===== src/rtl/cv32e40p_prefetch_buffer_mo.sv =====
// Multi-outstanding instruction prefetch buffer: credit-limited OBI fetcher feeding a FIFO
// with fall-through, per-word bus error and counted discard of stale responses.
module cv32e40p_prefetch_buffer_mo #(
   parameter int unsigned DEPTH           = 4,
   parameter int unsigned MAX_OUTSTANDING = DEPTH,
   parameter logic [31:0] RESET_ADDR      = 32'h0
) (
   input  logic        clk,
   input  logic        rst,
   input  logic        req_i,
   input  logic        branch_i,
   input  logic [31:0] branch_addr_i,
   input  logic        fetch_ready_i,
   output logic        fetch_valid_o,
   output logic [31:0] fetch_rdata_o,
   output logic        fetch_err_o,
   output logic        instr_req_o,
   input  logic        instr_gnt_i,
   output logic [31:0] instr_addr_o,
   input  logic [31:0] instr_rdata_i,
   input  logic        instr_rvalid_i,
   input  logic        instr_err_i,
   output logic        busy_o
);

   localparam int unsigned AW = $clog2(DEPTH);
   localparam int unsigned CW = AW + 1;

   typedef enum logic [1:0] {IDLE, ISSUE, HOLD} state_t;

   state_t        state_q;
   logic [31:0]   addr_q;
   logic [31:0]   tgt_q;
   logic [CW-1:0] outstanding_q;
   logic [CW-1:0] discard_q;
   logic [CW-1:0] fifo_cnt_q;
   logic [AW-1:0] rptr_q;
   logic [AW-1:0] wptr_q;
   logic [32:0]   mem_q [DEPTH];

   logic          gnt_hs;
   logic          fifo_empty;
   logic          disc_zero;
   logic          push;
   logic          pop;
   logic          credit_next;
   logic [CW-1:0] outstanding_n;
   logic [CW-1:0] fifo_cnt_n;
   logic [32:0]   head;

   assign instr_req_o  = (state_q != IDLE);
   assign instr_addr_o = {addr_q[31:2], 2'b00};
   assign busy_o       = instr_req_o || (outstanding_q != '0);

   assign gnt_hs     = instr_req_o && instr_gnt_i;
   assign fifo_empty = (fifo_cnt_q == '0);
   assign disc_zero  = (discard_q == '0);
   assign head       = mem_q[rptr_q];

   assign fetch_valid_o = !branch_i && (!fifo_empty || (instr_rvalid_i && disc_zero));
   assign fetch_rdata_o = !fetch_valid_o ? '0 : (fifo_empty ? instr_rdata_i : head[31:0]);
   assign fetch_err_o   = fetch_valid_o && (fifo_empty ? instr_err_i : head[32]);

   assign pop  = fetch_valid_o && fetch_ready_i && !fifo_empty;
   // An accepted response goes straight out when nothing is queued ahead of it.
   assign push = instr_rvalid_i && disc_zero && !branch_i && !(fifo_empty && fetch_ready_i);

   assign outstanding_n = outstanding_q + CW'(gnt_hs) - CW'(instr_rvalid_i);
   assign fifo_cnt_n    = branch_i ? '0 : (fifo_cnt_q + CW'(push) - CW'(pop));

   // Credit is judged on next-cycle counts so a request raised now can always be granted.
   assign credit_next = (({1'b0, outstanding_n} + {1'b0, fifo_cnt_n}) < (CW+1)'(DEPTH)) &&
                        (outstanding_n < CW'(MAX_OUTSTANDING));

   always_ff @(posedge clk) begin
      if (rst) begin
         state_q       <= IDLE;
         addr_q        <= RESET_ADDR;
         tgt_q         <= '0;
         outstanding_q <= '0;
         discard_q     <= '0;
         fifo_cnt_q    <= '0;
         rptr_q        <= '0;
         wptr_q        <= '0;
      end else begin
         outstanding_q <= outstanding_n;
         fifo_cnt_q    <= fifo_cnt_n;
         if (branch_i) begin
            rptr_q <= '0;
            wptr_q <= '0;
         end else begin
            if (push) begin
               mem_q[wptr_q] <= {instr_err_i, instr_rdata_i};
               wptr_q        <= wptr_q + AW'(1);
            end
            if (pop) rptr_q <= rptr_q + AW'(1);
         end
         if (instr_rvalid_i && !disc_zero) discard_q <= discard_q - CW'(1);

         case (state_q)
            IDLE: begin
               if (branch_i) begin
                  addr_q    <= branch_addr_i;
                  discard_q <= outstanding_n;
               end
               if (req_i && credit_next) state_q <= ISSUE;
            end
            ISSUE: begin
               if (gnt_hs) begin
                  addr_q  <= branch_i ? branch_addr_i : addr_q + 32'd4;
                  if (branch_i) discard_q <= outstanding_n;
                  state_q <= (req_i && credit_next) ? ISSUE : IDLE;
               end else if (branch_i) begin
                  tgt_q     <= branch_addr_i;
                  discard_q <= outstanding_n;
                  state_q   <= HOLD;
               end
            end
            HOLD: begin
               // The stale request stays on the bus; its grant is counted into discard.
               if (branch_i) tgt_q <= branch_addr_i;
               if (gnt_hs) begin
                  addr_q    <= branch_i ? branch_addr_i : tgt_q;
                  discard_q <= outstanding_n;
                  state_q   <= (req_i && credit_next) ? ISSUE : IDLE;
               end else if (branch_i) begin
                  discard_q <= outstanding_n;
               end
            end
            default: state_q <= IDLE;
         endcase
      end
   end

   always_ff @(posedge clk) begin
      if (!rst) begin
         assert (!(push && !pop && (fifo_cnt_q == CW'(DEPTH))));
      end
   end

endmodule


===== config.mk =====
export PLATFORM = sky130hd
export DESIGN_NAME = cv32e40p_prefetch_buffer_mo
export DESIGN_NICKNAME = d
export VERILOG_FILES = /design/src/rtl/cv32e40p_prefetch_buffer_mo.sv
export SDC_FILE = /design/constraint.sdc
export NUM_CORES = 1
export LEC_CHECK = 0
export CORE_MARGIN = 4
export CORE_UTILIZATION = 35
export DETAILED_ROUTE_END_ITERATION = 16
export GPL_ROUTABILITY_DRIVEN = 0
export PLACE_DENSITY_LB_ADDON = 0.05
export SKIP_CTS_REPAIR_TIMING = 1
export SYNTH_ARGS = -nofsm -noshare
export SYNTH_HDL_FRONTEND = slang
export SYNTH_SLANG_ARGS = --single-unit

===== constraint.sdc =====
create_clock -name clk -period 5.6 [get_ports clk]
set_input_delay 1.12 -clock clk [delete_from_list [all_inputs] [get_ports clk]]
set_output_delay 1.12 -clock clk [all_outputs]
set_load 0.05 [all_outputs]

==> After elaboration in Yosys (flattened, before gate mapping) <==
Memories as Yosys holds them, arrays and structs flattened. A register that Yosys moved wholly into a read port is not among the register bits.
Cells that the tools add are included.
{ "classes": {"add_sub_neg": 9, "multipliers": 0, "div_mod_pow": 0, "magnitude_cmp": 2, "eq_ne": 8, "shift": 0, "muxes": 28, "n_bitwise": 0, "n_reduce_logical": 30} }
{ "ops": {"columns": ["operator", "count"], "rows": [
  ["2-to-1 mux 32 bit", 8],
  ["case mux 32 bit (3 select lines)", 1],
  ["case mux 32 bit (2 select lines)", 1],
  ["adder 32 x 3 -> 32 bit (second input constant)", 1],
  ["logical AND 1 bit", 12],
  ["2-to-1 mux 2 bit", 6],
  ["2-to-1 mux 3 bit", 4],
  ["inequality test 2 bit (second input constant)", 5],
  ["adder 3 x 1 -> 3 bit", 2],
  ["logical NOT 3 bit", 2],
  ["2-to-1 mux 1 bit", 6],
  ["case mux 2 bit (3 select lines)", 1],
  ["case mux 3 bit (2 select lines)", 1],
  ["nonzero test 3 bit", 2],
  ["subtractor 3 x 1 -> 3 bit", 2],
  ["adder 2 x 1 -> 2 bit (second input constant)", 2],
  ["adder 3 x 3 -> 4 bit", 1],
  ["logical NOT 1 bit", 4],
  ["< comparator 4 x 3 -> 1 bit (second input constant)", 1],
  ["AND reduction 4 bit", 1],
  ["nonzero test 2 bit", 2],
  ["OR reduction 2 bit", 2],
  ["< comparator 3 bit (second input constant)", 1],
  ["inequality test 3 bit (second input constant)", 1],
  ["7 further kinds", 8]
]} }
{ "word_totals": {"reg_bits": 79, "latchBits": 0, "mem_bits_rw": 132, "romBits": 0, "in_bits": 72, "output_inout_bits": 68, "word_cells": 86, "n_memories": 1} }
{ "memory_table": {"columns": ["name", "depth", "width", "read_ports", "rd_clocked_by_memory_dff", "write_ports", "line", "source"], "rows": [
  ["mem_q", 4, 33, 1, 1, 1, "39", "logic [32:0] mem_q [DEPTH];"]
]} }

==> Longest topological paths before layout <==
Gate-level depths: netlist (run 1).
{ "depth": {"ltp_word": 15, "mapped_depth": 19, "ltp_nobuf": 18} }

==> Least setup slack after synthesis (run 1) <==
No wires, ideal clock.
{ "synth_timing": {"kind": "input port to flip-flop", "start": "input port branch_i", "end": "register state_q[0]", "setup_ns": 0.058, "arrival_time_ns": 4.398, "required_time_ns": 5.542, "path_slack_ns": 1.144, "cell_stages": 17, "n_path_buf": 2, "cell_sequence": "clkbuf_1 clkbuf_1 nor2_1 nand2_1 ha_1 inv_1 ha_1 inv_1 fa_1 xnor2_1 nor2_1 ha_1 nor4b_1 nand3_1 or4_1 a21oi_1 a211o_1"} }
{ "synth_via": {"elab_chain_len": 13, "word_cells_on_any_way": 20, "classes_between": "add/sub: 3; order compare: 1; eq/ne: 2; mux: 5; reduce/logical: 9"} }
{ "synth_rtl": {"columns": ["element", "line", "source"], "rows": [
  ["from (decl)", "11", "input logic branch_i,"],
  ["logical NOT 1 bit", "60, 66", null],
  ["logical AND 1 bit (on tied branches)", "66, 60", null],
  ["logical AND 1 bit (on tied branches)", "66, 64", null],
  ["adder 3 x 1 -> 3 bit or logical AND 1 bit (tied branches)", "69, 64", null],
  ["subtractor 3 x 1 -> 3 bit", "69", "assign fifo_cnt_n = branch_i ? '0 : (fifo_cnt_q + CW'(push) - CW'(pop));"],
  ["2-to-1 mux 3 bit (*)", "69", null],
  ["named net fifo_cnt_n[2]", "48", "logic [CW-1:0] fifo_cnt_n;"],
  ["adder 3 x 3 -> 4 bit (*)", "72", "assign credit_next = (({1'b0, outstanding_n} + {1'b0, fifo_cnt_n}) < (CW+1)'(DEPTH)) &&"],
  ["< comparator 4 x 3 -> 1 bit (*)", "72", null],
  ["logical AND 1 bit (*)", "72", null],
  ["logical AND 1 bit (*)", "106, 112, 125", null],
  ["2-to-1 mux 1 bit", "112, 125", null],
  ["2-to-1 mux 2 bit (on tied branches)", "122, 109", null],
  ["case mux 2 bit (3 select lines)", "100", "case (state_q)"],
  ["to (signal assigned)", "112", "state_q <= (req_i && credit_next) ? ISSUE : IDLE;"],
  ["to (signal assigned)", "125", "state_q <= (req_i && credit_next) ? ISSUE : IDLE;"],
  ["to (decl)", "31", "state_t state_q;"]
]} }
The timed path passes the listed nets; every way through them passes the cells marked *. The select of a mux whose other input is x is not followed.
A chain may end at the register's enable or synchronous reset.

==> Worst setup path in the final report (run 1) <==
{ "layout_timing": {"start": "input port instr_rvalid_i", "end": "output port fetch_rdata_o[19]"} }
{ "layout_via": {"elab_chain_len": 4} }
{ "layout_rtl": {"columns": ["element", "line", "source"], "rows": [
  ["from (decl)", "21", "input logic instr_rvalid_i,"],
  ["logical AND 1 bit", "60", "assign fetch_valid_o = !branch_i && (!fifo_empty || (instr_rvalid_i && disc_zero));"],
  ["logical OR 1 bit", "60", null],
  ["logical AND 1 bit", "60", null],
  ["2-to-1 mux 32 bit", "61", "assign fetch_rdata_o = !fetch_valid_o ? '0 : (fifo_empty ? instr_rdata_i : head[31:0]);"],
  ["to (decl)", "15", "output logic [31:0] fetch_rdata_o,"]
]} }
Every way passes these cells.

==> reports/qor.txt, run 1 <==
Syn-to-layout area delta: 24.9%
Initial antenna violation count: 0
Worst-path cell chain: clkdlybuf4s50_1 > nand3b_1 > nor2_2 > buf_4 > a21oi_1 > nor2_1 > clkdlybuf4s50_1
Dpl cells: 1341
# setup viols final: 0
Final Max Tran Viols: 0
# fillers: 2634
Share of cells above drive strength 1: 0.123
Crit path max-delay family: buffers and inverters
Largest net degree at the start of global routing: 68
Switching Fraction: 0.360
Worst Tran Pin Value: 0.990 ns
Rel. slew slack: 0.340
Total clock buffers created by CTS: 24
CTS Buffer Depth: 3
WP data arrival: 3.43 ns
Total Power: 5.08 mW
Chip height: 177 um
First-pass GRT wire length: 43600 um
Root buf cell: clkbuf_16
Cells after Synth: 876
Synth top area cells: edfxtp_1 40%, dfxtp_1 15%, mux4_2 7.4%, a21oi_1 4.0%, nor2_1 3.1%
RSZ-0062 raised after global routing: no
Skew final: 0.0199 ns
Antenna Nets Post-Route: 0
Boundary pin count: 140
Sequential area share after synthesis: 0.550
Number of synthesized flops with an enable pin: 132
Overflow left after global routing: 0
Nets@finish: 1080
Crit-path most repeated cell: clkdlybuf4s50_1
Post-DP HPWL: 17500 um
Die ar.: 31400 um^2
Slowest CP cell: clkdlybuf4s50_1
Iteration-0 DRC count of the detailed router: 460
DRC: 0
Combinational share of power: 0.311
Crit. End Element: output port
Required time of the worst setup path: 4.48 ns
Die W: 177 um
Yosys reg bits: 209
CTS sink count: 209
Starting Density: 0.357
Clk_lat worst skew: 0.53 ns
# rows: 61
Vias per cell: 5.38
Internal power: 3.25 mW
M2 GR Usage: 0.304
CTS tree: yes
ANT cells: 0
Synthesized area: 10000 um^2
Startpoint types: input pin
Avg Cell Area, Syn: 11.4 um^2
Reg clk slew, reported paths: 0.05 ns
GR Util met3: 0.0271
Top-area cell type share of the netlist area: 0.396
Ys async rst share: 0
Power share of the sequential group: 0.386
M1 GR Usage: 0.230
GR peak layer: met2
Port Buffers: 135
Hold WC Path Type: reg -> reg
Psw: 1.83 mW
Period utilization: 0.812
Final hold viol count: 0
Clk network pwr share: 0.303
Synth top cells by count: 132 x edfxtp_1, 82 x nor2_1, 80 x a21oi_1, 80 x nand2_1, 77 x dfxtp_1
Ys Warns: 0
Post-synth top area cell: edfxtp_1
Max Cap Viol: 0
Drt first pass iters: 6
Minimum clock period: 4.55 ns
Worst hold slack: 0.452 ns
H-tree levels: 1
Worst path max stage delay: 0.84 ns
CP Max Fanout: 23
WL final: 27600 um
Leak Pwr: 4.10 nW
Power per cell area: 406 nW/um^2
DR WL/cell: 19.9 um
Max VDD drop: 0.216 mV
Core Box Area: 28000 um^2
Vias in the first global route: 7369
DR vias: 7455
Top-count cell post-synth: edfxtp_1
Post-synth top flop: edfxtp_1
Overall Global Routing Usage: 0.175
Setup Total Neg Slack: 0 ns
Non-Filler Instances: 1385
Outcome: finished clean
Fmax: 220 MHz
Cell variety after synth: 63
Kind of critical path: in -> out
WP buf/inv: 3
flip-flops by register name, indices dropped and copies added (netlist names), named ones only:
register / count
addr_q: 30
discard_q: 3
fifo_cnt_q: 3
mem_q: 132
outstanding_q: 3
rptr_q: 2
state_q: 2
tgt_q: 30
wptr_q: 2
kinds of logic (layout without fill, tap and decap cells):
family / Yosys count / after routing / share of synthesized area
AOI/OAI and AO/OA: 225 / 225 / 0.152
DFF: 209 / 209 / 0.550
adders and majority gates: 19 / 19 / 0.0253
muxes: 47 / 47 / 0.0884
other: 1 / 2 / 0.000375
and+or+nand+nor: 266 / 266 / 0.129
xor gates and xnor gates: 20 / 20 / 0.0190
buffers and inverters: 89 / 219 / 0.0358
stage by stage:
step / setup slack (ns) / area [um^2] / util
6_report: 1.05 / 12500 / 0.446
3_5_place_dp: 0.735 / 11700 / 0.419
2_1_floorplan: 1.14 / 10000 / -
3_3_place_gp: 0.772 / 11700 / 0.419
4_1_cts: 1.02 / 12500 / 0.446
5_1_grt: 0.888 / 12500 / 0.446
layout make-up:
cell class,count,area [um^2],area share
Clock inverter,14,130,0.0104
Sequential cell,209,5510,0.441
Multi-Input combinational cell,579,4180,0.334
Clock buffer,30,643,0.0515
Inverter,20,75.1,0.00601
Timing Repair Buffer,155,1490,0.119
Tap cell,378,473,0.0378
power groups by stage:
stage               Combinational, mW  Clock (mW)  Sequential, mW
floorplan                       0.783           0            2.22
finish                           1.58        1.54            1.96
global placement                 1.59           0            1.99
detailed placement               1.59           0            1.99
global route                     1.71        1.64            1.99
CTS                              1.60        1.59            1.96
final timing paths:
check | from | to | slack (ns) | cells after the start
setup / recovery | instr_rvalid_i | fetch_rdata_o[19] | 1.05 | 7
hold reg to reg | tgt_q[3] | tgt_q[3] | 0.45 | 2
hold / removal | tgt_q[3] | tgt_q[3] | 0.45 | 2
setup reg to reg | fifo_cnt_q[1] | state_q[0] | 1.63 | 16
tightest hold or removal path: stages, from the launching register on:
cell,delay [ns]
dfxtp_1,0.30
nand2_1,0.05
a21oi_1,0.05
metal layers:
layer / vias to the layer above / part of all wire
met4: 0 / 0.021
li1: 3564 / -
met3: 40 / 0.049
met1: 3658 / 0.43
met2: 193 / 0.50
met5: - / 0
cell usage in the layout (no fill, tap or decap), types with 4 or more instances in the layout:
| master | count |
|---|---|
| o221ai_1 | 10 |
| a22o_1 | 23 |
| mux4_2 | 33 |
| nand4_1 | 12 |
| clkbuf_1 | 4 |
| and2_2 | 4 |
| edfxtp_1 | 132 |
| inv_1 | 20 |
| o221a_2 | 10 |
| nor4_1 | 7 |
| clkdlybuf4s50_1 | 133 |
| nand2b_1 | 4 |
| or4_1 | 4 |
| nor2_1 | 80 |
| clkbuf_16 | 24 |
| a31oi_1 | 8 |
| a221o_1 | 17 |
| ha_1 | 17 |
| buf_4 | 20 |
| or3_1 | 7 |
| mux2i_1 | 13 |
| xor2_1 | 4 |
| o21ai_0 | 42 |
| clkinv_1 | 4 |
| clkinv_2 | 6 |
| dfxtp_1 | 76 |
| nor2b_1 | 5 |
| o22ai_1 | 4 |
| nand3_1 | 20 |
| nor3_1 | 15 |
| nand2_1 | 80 |
| a221oi_1 | 4 |
| xnor2_1 | 15 |
| a21oi_1 | 79 |
No activity file was read; power rests on OpenSTA's default activity.
==> inputs of run 2 (changes only) <==
- clock period: 5.6 -> 3.8 ns (I/O delays scaled with it)
==> run 2 against run 1 <==
Compared with the run above:
- via count grew 1.4%
- setup slack worse by 0.80 ns
- sequential power up 47%
- clock skew rose by 0.0019 ns
- register-to-register slack worse by 1.3 ns
- non-clock buffer count increased by 20
- global-route usage grew 0.41 points
- critical path depth up 10
- utilization is 2.2 points higher
- total power increased by 56%
- critical path type is now in -> reg
- largest cell class unchanged
- highest routed layer unchanged
==> reports/qor.txt, run 2 (synthesis gave the netlist of run 1 again) <==
Outcome: finished clean
Max VDD drop: 0.402 mV
# fillers: 2640
CTS sink count: 209
Required time of the worst setup path: 4.27 ns
Minimum clock period: 3.55 ns
Starting Density: 0.357
Core Box Area: 28000 um^2
Most common cell after layout, fill and taps aside: edfxtp_1
M2 GR Usage: 0.312
Drt first pass iters: 4
Cell area after placement: 12200 um^2
WP data arrival: 4.02 ns
Root buf cell: clkbuf_16
Most frequent cells in the layout: 132 x edfxtp_1, 99 x clkdlybuf4s50_1, 80 x nor2_1
ANT cells: 0
Kind of critical path: in -> reg
Startpoint types: input pin
Initial antenna violation count: 0
DR vias: 7563
Crit-path most repeated cell: ha_1
# rows: 61
CP Max Fanout: 2
Vias per cell: 5.38
DR WL/cell: 20.2 um
Port Buffers: 135
GR peak layer: met2
Flip-flop count of the largest register after layout: 132
Final instance area: 13100 um^2
Die ar.: 31400 um^2
DRC: 0
Final Max Tran Viols: 0
Syn-to-layout area delta: 31.0%
Rel. slew slack: 0.259
Overall Global Routing Usage: 0.179
Largest net degree at the start of global routing: 41
RSZ-0062 raised after global routing: no
CTS Buffer Depth: 3
Nets@finish: 1101
Max Cap Viol: 0
Worst Tran Pin Value: 1.11 ns
Clk_lat worst skew: 0.53 ns
Total clock buffers created by CTS: 25
Reg clk slew, reported paths: 0.06 ns
Worst path max stage delay: 0.48 ns
Top flop regs: mem_q: 132 flops, addr_q: 30 flops, tgt_q: 30 flops
Overflow left after global routing: 0
Iteration-0 DRC count of the detailed router: 425
# setup viols final: 0
GR Util met3: 0.0282
Final hold viol count: 0
Reg with most FFs: mem_q
Worst-path cell chain: clkdlybuf4s50_1 > nand3b_1 > nor2_4 > nand2_2 > ha_1 > inv_1 > ha_1 > inv_1 > fa_2 > xnor2_2 > nor2_1 > ha_1 > nor4b_2 > nand3_1 > or4_4 > a21oi_1 > a211o_1
Boundary pin count: 140
Chip height: 177 um
Post-DP HPWL: 18100 um
Power per cell area: 604 nW/um^2
Leak Pwr: 4.39 nW
Hold WC Path Type: reg -> reg
Share of cells above drive strength 1: 0.179
M1 GR Usage: 0.240
Setup Total Neg Slack: 0 ns
Period utilization: 0.933
Fmax: 282 MHz
Slowest CP cell: clkdlybuf4s50_1
Antenna Nets Post-Route: 0
H-tree levels: 1
First-pass GRT wire length: 44600 um
Die W: 177 um
Skew final: 0.0218 ns
Crit. End Element: flop
CTS tree: yes
Vias in the first global route: 7607
WL final: 28400 um
## run 2: cell types whose count changed in the layout (fill, tap and decap cells not counted), sizes merged
cell | previous run | this run
bufinv | 2 | 4
clkdlybuf4s50 | 133 | 99
inv | 20 | 22
clkinvlp | 0 | 4
buf | 22 | 76
clkbuf | 30 | 27
clkinv | 12 | 9
## run 2: report_power, final
group          internal [mW]  switching (mW)
registers               2.62           0.271
clock network           1.48           0.967
logic                   1.02            1.55
total                   5.12            2.79
## run 2: path summary, 6_finish.rpt
path                       start         end  slack (ns)  depth (start not counted)
hold / removal         tgt_q[20]   tgt_q[20]        0.45                          2
setup reg to reg   fifo_cnt_q[1]  state_q[0]        0.34                         17
hold reg to reg        tgt_q[20]   tgt_q[20]        0.45                          2
setup / recovery  instr_rvalid_i  state_q[0]        0.25                         17
## run 2: cell type report
cell class | count | area [um^2] | area share
clock buffers | 27 | 633 | 0.0483
clock inverters | 19 | 204 | 0.0156
inverters | 20 | 75.1 | 0.00573
multi-input cells | 579 | 4210 | 0.321
flip-flops and latches | 209 | 5510 | 0.420
well taps | 378 | 473 | 0.0361
repair buffers | 175 | 2010 | 0.153
## run 2: per-stage QoR
step                worst slack [ns]   util  cells  power (mW)  hold WS [ns]
finish                         0.255  0.468   1407        7.91         0.453
global route                  0.0322  0.468   1407        8.30         0.469
CTS                            0.129  0.467   1406        7.99         0.455
detailed placement            -0.416  0.437   1360        5.51         0.447
global placement              -0.390  0.437   1360        5.52         0.442
floorplan                    0.00319      -    877        4.43         0.432
## run 2: metal layers
layer,share of wire,vias up
met1,0.44,3718
met4,0.012,0
met2,0.50,203
met3,0.052,29
met5,0,-
li1,-,3613
## run 2: critical path, delay by kind of cell
| kind | cells | cell delay (ns) |
|---|---|---|
| compound gates | 2 | 0.26 |
| xor+xnor | 1 | 0.17 |
| buf+inv | 3 | 0.58 |
| fa+ha+maj | 4 | 1.06 |
| simple gates | 7 | 1.19 |
